`src/rtl/game_menu_ctrl.sv`:
```
// Game-select menu controller: debounces four raw buttons, moves a cursor over
// five games, launches the chosen game through a timed reset hold, and returns on home.
module game_menu_ctrl #(
  parameter int DB_CYCLES     = 1000000,
  parameter int LAUNCH_CYCLES = 16
) (
  input  logic       sys_clk,
  input  logic       reset,
  input  logic       up,
  input  logic       dn,
  input  logic       jump,
  input  logic       home,
  output logic [2:0] ctrl,
  output logic [2:0] cursor,
  output logic [4:0] game_rst,
  output logic       active,
  output logic [1:0] state_dbg
);

  localparam int CW = $clog2(DB_CYCLES + 1);
  localparam int LW = $clog2(LAUNCH_CYCLES + 1);
  localparam logic [CW-1:0] DB_LAST     = CW'(DB_CYCLES - 1);
  localparam logic [LW-1:0] LAUNCH_LAST = LW'(LAUNCH_CYCLES - 1);

  typedef enum logic [1:0] {
    MENU   = 2'd0,
    LAUNCH = 2'd1,
    PLAY   = 2'd2,
    EXIT   = 2'd3
  } state_t;

  state_t          state;
  logic [3:0]      raw;
  logic [3:0]      sync1;
  logic [3:0]      sync2;
  logic [3:0]      db;
  logic [3:0]      db_d;
  logic [CW-1:0]   db_cnt [4];
  logic [3:0]      press;
  logic [LW-1:0]   launch_cnt;
  logic            up_p, dn_p, jump_p, home_p;

  assign raw = {home, jump, dn, up};

  // Debounced level only moves after DB_CYCLES consecutive disagreeing samples.
  always_ff @(posedge sys_clk) begin
    if (!reset) begin
      sync1 <= '0;
      sync2 <= '0;
      db    <= '0;
      db_d  <= '0;
      for (int i = 0; i < 4; i++) db_cnt[i] <= '0;
    end else begin
      sync1 <= raw;
      sync2 <= sync1;
      db_d  <= db;
      for (int i = 0; i < 4; i++) begin
        if (sync2[i] == db[i]) begin
          db_cnt[i] <= '0;
        end else if (db_cnt[i] == DB_LAST) begin
          db[i]     <= sync2[i];
          db_cnt[i] <= '0;
        end else begin
          db_cnt[i] <= db_cnt[i] + 1'b1;
        end
      end
    end
  end

  assign press  = db & ~db_d;
  assign up_p   = press[0];
  assign dn_p   = press[1];
  assign jump_p = press[2];
  assign home_p = press[3];

  // Bit 4 is game 1, bit 0 is game 5; only the running game leaves reset.
  function automatic logic [4:0] run_mask(input logic [2:0] g);
    case (g)
      3'd1:    run_mask = 5'b01111;
      3'd2:    run_mask = 5'b10111;
      3'd3:    run_mask = 5'b11011;
      3'd4:    run_mask = 5'b11101;
      3'd5:    run_mask = 5'b11110;
      default: run_mask = 5'b11111;
    endcase
  endfunction

  always_ff @(posedge sys_clk) begin
    if (!reset) begin
      state      <= MENU;
      cursor     <= 3'd1;
      ctrl       <= 3'd0;
      game_rst   <= 5'b11111;
      active     <= 1'b0;
      launch_cnt <= '0;
    end else begin
      case (state)
        MENU: begin
          if (jump_p) begin
            state      <= LAUNCH;
            ctrl       <= cursor;
            game_rst   <= 5'b11111;
            launch_cnt <= LAUNCH_LAST;
          end else if (up_p && !dn_p) begin
            cursor <= (cursor == 3'd1) ? 3'd5 : cursor - 3'd1;
          end else if (dn_p && !up_p) begin
            cursor <= (cursor == 3'd5) ? 3'd1 : cursor + 3'd1;
          end
        end
        LAUNCH: begin
          if (home_p) begin
            state    <= EXIT;
            ctrl     <= 3'd0;
            game_rst <= 5'b11111;
            active   <= 1'b0;
          end else if (launch_cnt == '0) begin
            state    <= PLAY;
            game_rst <= run_mask(ctrl);
            active   <= 1'b1;
          end else begin
            launch_cnt <= launch_cnt - 1'b1;
          end
        end
        PLAY: begin
          if (home_p) begin
            state    <= EXIT;
            ctrl     <= 3'd0;
            game_rst <= 5'b11111;
            active   <= 1'b0;
          end
        end
        default: state <= MENU;
      endcase
    end
  end

  assign state_dbg = state;

endmodule
```
`config.mk`:
```
export PLATFORM = sky130hd
export DESIGN_NAME = game_menu_ctrl
export DESIGN_NICKNAME = d
export VERILOG_FILES = /design/src/rtl/game_menu_ctrl.sv
export SDC_FILE = /design/constraint.sdc
export NUM_CORES = 1
export LEC_CHECK = 0
export CAP_MARGIN = 20
export CORE_MARGIN = 3
export CORE_UTILIZATION = 60
export DETAILED_ROUTE_END_ITERATION = 8
export GPL_ROUTABILITY_DRIVEN = 0
export HOLD_SLACK_MARGIN = 0.08
export PLACE_DENSITY = 0.87
export SLEW_MARGIN = 20
export SYNTH_ARGS = -nofsm -noshare
export SYNTH_HDL_FRONTEND = slang
export SYNTH_SLANG_ARGS = --single-unit
```
`constraint.sdc`:
```
create_clock -name sys_clk -period 3.29 [get_ports sys_clk]
set_input_delay 0.658 -clock sys_clk [delete_from_list [all_inputs] [get_ports sys_clk]]
set_output_delay 0.658 -clock sys_clk [all_outputs]
set_load 0.005 [all_outputs]
```
---- After elaboration in Yosys (flattened, before gate mapping) ----
Memories as Yosys holds them, arrays and structs flattened.
Cells that the tools add are included.
word-level totals
  register bits ........................... 35
  RAM bits ................................ 80
  bits of input ports ..................... 6
  output and inout port bits .............. 14
  word-level logic and storage cells ...... 168
  memories ................................ 1
memories
  memory  words  width  rd ports  clocked after Yosys merged registers in  write ports  RTL line  source
  db_cnt  4      20     4         0                                        4            38        logic [CW-1:0] db_cnt [4];
operators by class
  $add $sub $neg .......................... 7
  equal/unequal tests ..................... 23
  muxes and demuxes ....................... 83
  bitwise gates (word level) .............. 19
  reduce and logical (&&, ||, !) cells .... 22
operator list
  operator                                             count
  2-to-1 mux 20 bit                                    12
  adder 20 x 1 -> 20 bit, second input constant        4
  equality test 20 bit, second input constant          4
  2-to-1 mux 1 bit                                     48
  2-to-1 mux 5 bit                                     7
  case mux 5 bit (5 select lines)                      1
  2-to-1 mux 3 bit                                     6
  case mux 5 bit (3 select lines)                      1
  bitwise OR 1 bit                                     12
  AND reduction 3 bit                                  4
  case mux 5 bit (2 select lines)                      1
  equality test 3 bit, second input constant           3
  2-to-1 mux 2 bit                                     4
  inequality test 2 bit, second input constant         4
  AND reduction 2 bit                                  4
  AND reduction 4 bit                                  2
  nonzero test 2 bit                                   4
  equality test 3 x 1 -> 1 bit, second input constant  2
  equality test 3 x 2 -> 1 bit, second input constant  2
  case mux 2 bit (3 select lines)                      1
  case mux 3 bit (2 select lines)                      1
  zero test 5 bit                                      1
  NOT 1 bit                                            5
  subtractor 5 x 1 -> 5 bit, second input constant     1
  other kinds (15)                                     20

---- Logic depth before layout (Yosys ltp) ----
Gate-level depths: netlist of run 1.
  word-level depth ........................ 7
  mapped depth ............................ 7
  depth with buffers taken out ............ 6

---- Worst setup path after synthesis of run 1 ----
Ideal clock, no wire load.
  path type ............................... reg-to-reg
  start point ............................. mem db_cnt[0][13] in the netlist's numbering
  end point ............................... mem db_cnt[0][10] in the netlist's numbering (data pin)
  setup time .............................. 0.255 ns
  arrival time ............................ 1.938 ns
  data required time ...................... 3.035 ns
  slack ................................... 1.097 ns
  stages on the path, launching flop included .. 6
  buffers on the path ..................... 1
  clock period less this slack ............ 2.193 ns
  cell sequence ........................... edfxtp_1 -> or4_1 -> or4_4 -> o211ai_4 -> buf_8 -> nor2_2
RTL lines
  element      RTL line
  from (decl)  38

==> impl_metrics.py, run 1 <==
metrics = {
    "synth": {
        "synth_ff_type": "edfxtp_1",
        "synth.distinct_cells": 54,
        "ys_warn_count": 0,
        "ys_seq_area_frac": 0.503,
        "async_flop_share": 0,
        "syn_area_sq_um": 6170,
        "yosys.area.top_type_share": 0.389,
        "synth_edf_count": 80,
        "synthTopCellsByArea": "edfxtp_1 (39%), dfxtp_1 (11%), xnor2_1 (4.8%)",
        "netlist_instances": 605,
        "yosys.area.top_type": "edfxtp_1",
        "avgSynthCellArea_sq_um": 10.2,
        "ys_ff_latch": 115,
    },
    "power_and_ir_drop": {
        "p_per_area_nw_per_um2": 470,
        "sw_frac_of_total": 0.212,
        "comb_power_share": 0.034,
        "p_leak_nw": 2.63,
        "p_int_w": 0.00271,
        "ir_worst_vdd_mv": 0.367,
        "pwr-share-clk": 0.486,
        "pwr-share-seq": 0.480,
        "switchingPower_w": 0.000726,
    },
    "final_layout": {
        "area_delta_synth_final_pct": 18.3,
        "regArea_sq_um": 3100,
        "num-nets-final": 731,
        "antennaDiodeCount": 0,
        "drive_above_1_share": 0.0777,
        "layout_common_cells": "edfxtp_1 (80), conb_1 (80), nor2_1 (56), dfxtp_1 (35), xnor2_1 (34)",
        "fillCellCount": 673,
        "post-route-util": 0.737,
        "multi_input_area_sq_um": 3150,
    },
    "sta": {
        "period_minus_slack_ns": 2.49,
        "tightest_slew_ns": 0.931,
        "setup_ws_ns": 0.797,
        "fin_worst_skew_ns": 0.00702,
        "slew_viol_final": 0,
        "hold_viol": 0,
        "rsz0062_at_grt": "no",
        "clock.fmax_ghz": 0.401,
        "slew_headroom": 0.371,
        "whs_ns": 0.433,
        "tns_ns": 0,
        "period_share": 0.758,
        "setup_viol": 0,
    },
    "die": {
        "die_w_um": 107,
        "dieArea_sq_um": 11500,
        "die_y_um": 107,
        "core_area_sq_um": 9910,
        "placementRows": 36,
        "initial_utilization": 0.623,
        "boundaryPins": 20,
    },
    "status": {
        "status": "complete, no violations",
    },
    "clock_network": {
        "clock-sinks": 115,
        "clk_pin_slew_ns": 0.05,
        "cts-root-buf": "clkbuf_8",
        "ctsHoldBuffers": 0,
        "clk_latency_ns": 0.52,
        "cts_made_buffers": 17,
        "cts_resized": 0,
        "cts_buffer_depth": 2,
        "post_cts_buffers": 0,
        "h-tree-depth": 4,
        "cts_tree": "done",
    },
    "global_route": {
        "grt_use_total": 0.235,
        "antenna_found_initial": 0,
        "grt_pass1_vias": 4796,
        "overflow": 0,
        "grt_max_degree": 28,
        "grt_pass1_wl_um": 21500,
    },
    "placed_design": {
        "numPortBuffers": 19,
        "dp_slack_ns": 0.810,
        "dp_hpwl_um": 8740,
    },
    "drt": {
        "drc": 0,
        "vias_per_cell": 5.60,
        "first_iter_violations": 204,
        "vias": 4780,
        "drt-pass1-iter-count": 5,
        "wire_per_inst_um": 14.8,
        "wl_um": 12600,
        "final_antenna_net_count": 0,
    },
    "worst_setup_path": {
        "endpoint_kind": "flip-flop",
        "critPathLaunchType": "flip-flop",
        "worstPathMaxFanout": 19,
        "crit_chain": "or4_1 > or4_4 > o211ai_4 > nor2_1",
        "slowest_delay_ns": 0.56,
        "cp_slowest_cell": "or4_1",
        "r2r_slack_ns": 0.80,
        "arrival_ns": 2.73,
        "r2r-start": "db_cnt[1][13]",
        "reg2reg_depth": 4,
        "critPathKind": "reg -> reg",
        "required_ns": 3.53,
        "r2r_end": "db_cnt[1][14]",
    },
    "hold_path": {
        "hp-class": "reg -> reg",
        "hold_path.startpoint": "sync1[0]",
        "hold_end": "sync2[0]",
        "hold_depth": 1,
    },
    "job": {
        "maxCapViolCount": 0,
    },
}
## worst max-delay path: cells and delay by family (launching register included)
kind,cells,cell delay [ns]
AOI/OAI and AO/OA,1,0.53
and+or+nand+nor,3,1.23
DFF,1,0.45
## registers in the layout, indices dropped and copies added (netlist names), 3 cells and up
name / count
ctrl: 3
cursor: 3
db: 4
db_cnt: 80
db_d: 4
game_rst: 5
launch_cnt: 5
sync1: 4
sync2: 4
## kinds of logic after synthesis
group | count (synthesis) | share of synthesized area
AO/OA/AOI/OAI | 94 | 0.101
flip-flops | 115 | 0.503
buffers and inverters | 51 | 0.0353
adder cells (fa/ha/maj) | 17 | 0.0345
XOR/XNOR | 56 | 0.0794
multiplexers | 6 | 0.00973
other | 1 | 0.000607
AND/OR/NAND/NOR | 265 | 0.237
## Yosys cell counts (13+ instances only)
master	count
a21oi_1	33
dfxtp_1	35
edfxtp_1	80
ha_1	17
inv_1	33
nand2_1	31
nand3_1	30
nor2_1	56
nor2_2	16
nor3_1	21
nor4_1	14
o21ai_0	14
o31ai_1	13
or3_1	16
or4_1	19
xnor2_1	34
xor2_1	22
## per-layer routing
metal  routed length, um  vias to the layer above  global-route usage
met1                5270                     2266               0.269
met3                 532                       28              0.0546
met2                6580                      133               0.419
li1                    -                     2353                   -
met4                 269                        0               0.100
met5                   0                        -                   0
## stage by stage
step | std cells | instance area [sq um] | total power (W)
detailed placement | 822 | 6760 | 0.00178
global placement | 822 | 6760 | 0.00178
floorplan | 684 | 6470 | 0.00175
CTS | 854 | 7310 | 0.00345
finish | 854 | 7310 | 0.00343
global route | 854 | 7310 | 0.00354
## power groups by stage
stage / clock network, W / logic (W) / registers (W)
final: 0.00167 / 0.000117 / 0.00165
after floorplan: 0 / 0.0000898 / 0.00166
after CTS: 0.00169 / 0.000112 / 0.00165
after detailed placement: 0 / 0.000110 / 0.00167
after global placement: 0 / 0.000106 / 0.00167
after global routing: 0.00175 / 0.000132 / 0.00165
## worst max path at each step
stage                       start       endpoint  slack, ns  cells after the start
global route        db_cnt[1][13]  db_cnt[1][14]       0.70                      4
global placement    db_cnt[0][13]   db_cnt[0][4]       0.88                      4
detailed placement  db_cnt[1][13]  db_cnt[1][13]       0.81                      4
floorplan           db_cnt[0][13]  db_cnt[0][10]       1.10                      5
finish              db_cnt[1][13]  db_cnt[1][14]       0.80                      4
CTS                 db_cnt[1][13]  db_cnt[1][14]       0.80                      4
## cell type report
class,instances,share of cell area
clock inverters,4,0.00274
repair buffers,22,0.0291
well taps,133,0.0228
flip-flops and latches,115,0.425
multi-input cells,518,0.431
clock buffers,28,0.0721
inverters,34,0.0175
Power figures use the tool's default switching activity.
==> run 2, diff against run 1 <==
==> constraint.sdc (replaced) <==
create_clock -name sys_clk -period 2.35 [get_ports sys_clk]
set_input_delay 0.47 -clock sys_clk [delete_from_list [all_inputs] [get_ports sys_clk]]
set_output_delay 0.47 -clock sys_clk [all_outputs]
set_load 0.005 [all_outputs]
==> run 2 against run 1 <==
Combinational power is 50% higher; routed wire length is 1.7% higher; clock skew rose by 0.0027 ns; critical endpoint is now db_cnt[0][19]; highest routed layer unchanged.
==> impl_metrics.py, run 2 (synthesis gave the netlist of run 1 again) <==
metrics = {
    "sta": {
        "clock.fmax_ghz": 0.445,
        "setup_viol": 0,
        "period_share": 0.957,
        "tns_ns": 0,
        "hold_viol": 0,
        "rsz0062_at_grt": "no",
        "period_minus_slack_ns": 2.25,
        "slew_headroom": 0.571,
        "fin_worst_skew_ns": 0.00975,
        "tightest_slew_ns": 0.637,
        "slew_viol_final": 0,
    },
    "drt": {
        "wl_um": 12900,
        "wire_per_inst_um": 14.9,
        "vias": 4870,
        "drc": 0,
        "final_antenna_net_count": 0,
        "first_iter_violations": 266,
        "drt-pass1-iter-count": 5,
        "vias_per_cell": 5.64,
    },
    "final_layout": {
        "final_cells": 864,
        "num-nets-final": 741,
        "top_register": "db_cnt",
        "drive_above_1_share": 0.0917,
        "area_delta_synth_final_pct": 20.8,
        "largest_reg_flops": 80,
        "top_regs": "db_cnt (80), game_rst (5), launch_cnt (5)",
        "layout_common_cells": "edfxtp_1 (80), conb_1 (80), nor2_1 (56), dfxtp_1 (35), xnor2_1 (34)",
        "post-route-util": 0.753,
        "antennaDiodeCount": 0,
    },
    "clock_network": {
        "cts_buffer_depth": 2,
        "clock-sinks": 115,
        "cts_made_buffers": 17,
        "post_cts_buffers": 0,
        "cts_tree": "done",
        "cts_resized": 0,
        "clk_latency_ns": 0.52,
        "clk_pin_slew_ns": 0.06,
        "cts-root-buf": "clkbuf_8",
        "h-tree-depth": 4,
        "ctsHoldBuffers": 0,
    },
    "placed_design": {
        "dp.cells": 832,
        "numPortBuffers": 19,
        "dp_hpwl_um": 8730,
    },
    "die": {
        "die_w_um": 107,
        "die_y_um": 107,
        "core_area_sq_um": 9910,
        "initial_utilization": 0.623,
        "boundaryPins": 20,
        "dieArea_sq_um": 11500,
        "placementRows": 36,
    },
    "status": {
        "status": "complete, no violations",
    },
    "worst_setup_path": {
        "worstPathMaxFanout": 19,
        "critPathLaunchType": "flip-flop",
        "reg2reg_depth": 5,
        "arrival_ns": 2.50,
        "critPathKind": "reg -> reg",
        "endpoint_kind": "flip-flop",
        "required_ns": 2.60,
    },
    "global_route": {
        "overflow": 0,
        "grt_pass1_wl_um": 22100,
        "grt_max_degree": 29,
        "grt_use_total": 0.240,
        "antenna_found_initial": 0,
        "grt_pass1_vias": 4961,
    },
    "hold_path": {
        "hold_depth": 1,
        "hp-class": "reg -> reg",
    },
    "power_and_ir_drop": {
        "p_leak_nw": 2.70,
        "ir_worst_vdd_mv": 0.486,
        "p_per_area_nw_per_um2": 678,
    },
    "job": {
        "maxCapViolCount": 0,
    },
}
[run 2: worst paths after layout]
path	endpoint	start	slack [ns]
hold / removal	sync2[0]	sync1[0]	0.43
setup / recovery	db_cnt[0][19]	db_cnt[0][12]	0.10
hold reg to reg	sync2[0]	sync1[0]	0.43
setup reg to reg	db_cnt[0][19]	db_cnt[0][12]	0.10
[run 2: final cells by class]
class / instances / area (sq um)
Multi-Input combinational cell: 518 / 3150
Sequential cell: 115 / 3100
Fill cell: 683 / 2450
Clock buffer: 19 / 422
Timing Repair Buffer: 32 / 325
Tap cell: 133 / 166
Clock inverter: 13 / 165
Inverter: 34 / 128
[run 2: routing by layer]
layer | share of wire | track usage | vias up
met5 | 0 | 0 | -
met3 | 0.040 | 0.0522 | 27
met4 | 0.019 | 0.102 | 0
li1 | - | - | 2375
met1 | 0.41 | 0.274 | 2340
met2 | 0.53 | 0.432 | 128
[run 2: power breakdown]
part           internal, W  leakage [nW]  switching [W]
sequential         0.00223          1.11      0.0000711
combinational    0.0000716          1.31       0.000104
clock              0.00170         0.290       0.000880
total              0.00400          2.70        0.00106
[run 2: critical path: stages (launching register included)]
cell and delay, ns:
edfxtp_1 0.44, or4_1 0.55, or4_4 0.53, o211ai_4 0.21
buf_12 0.19, a21oi_1 0.07
[run 2: stage by stage]
stage / total power [W] / setup slack [ns] / hold WS (ns) / area, sq um
after floorplan: 0.00245 / 0.157 / 0.412 / 6470
after global placement: 0.00250 / 0.208 / 0.418 / 6870
after detailed placement: 0.00251 / 0.129 / 0.423 / 6870
after CTS: 0.00508 / 0.0856 / 0.436 / 7460
after global routing: 0.00521 / 0.00292 / 0.469 / 7460
final: 0.00506 / 0.100 / 0.434 / 7460
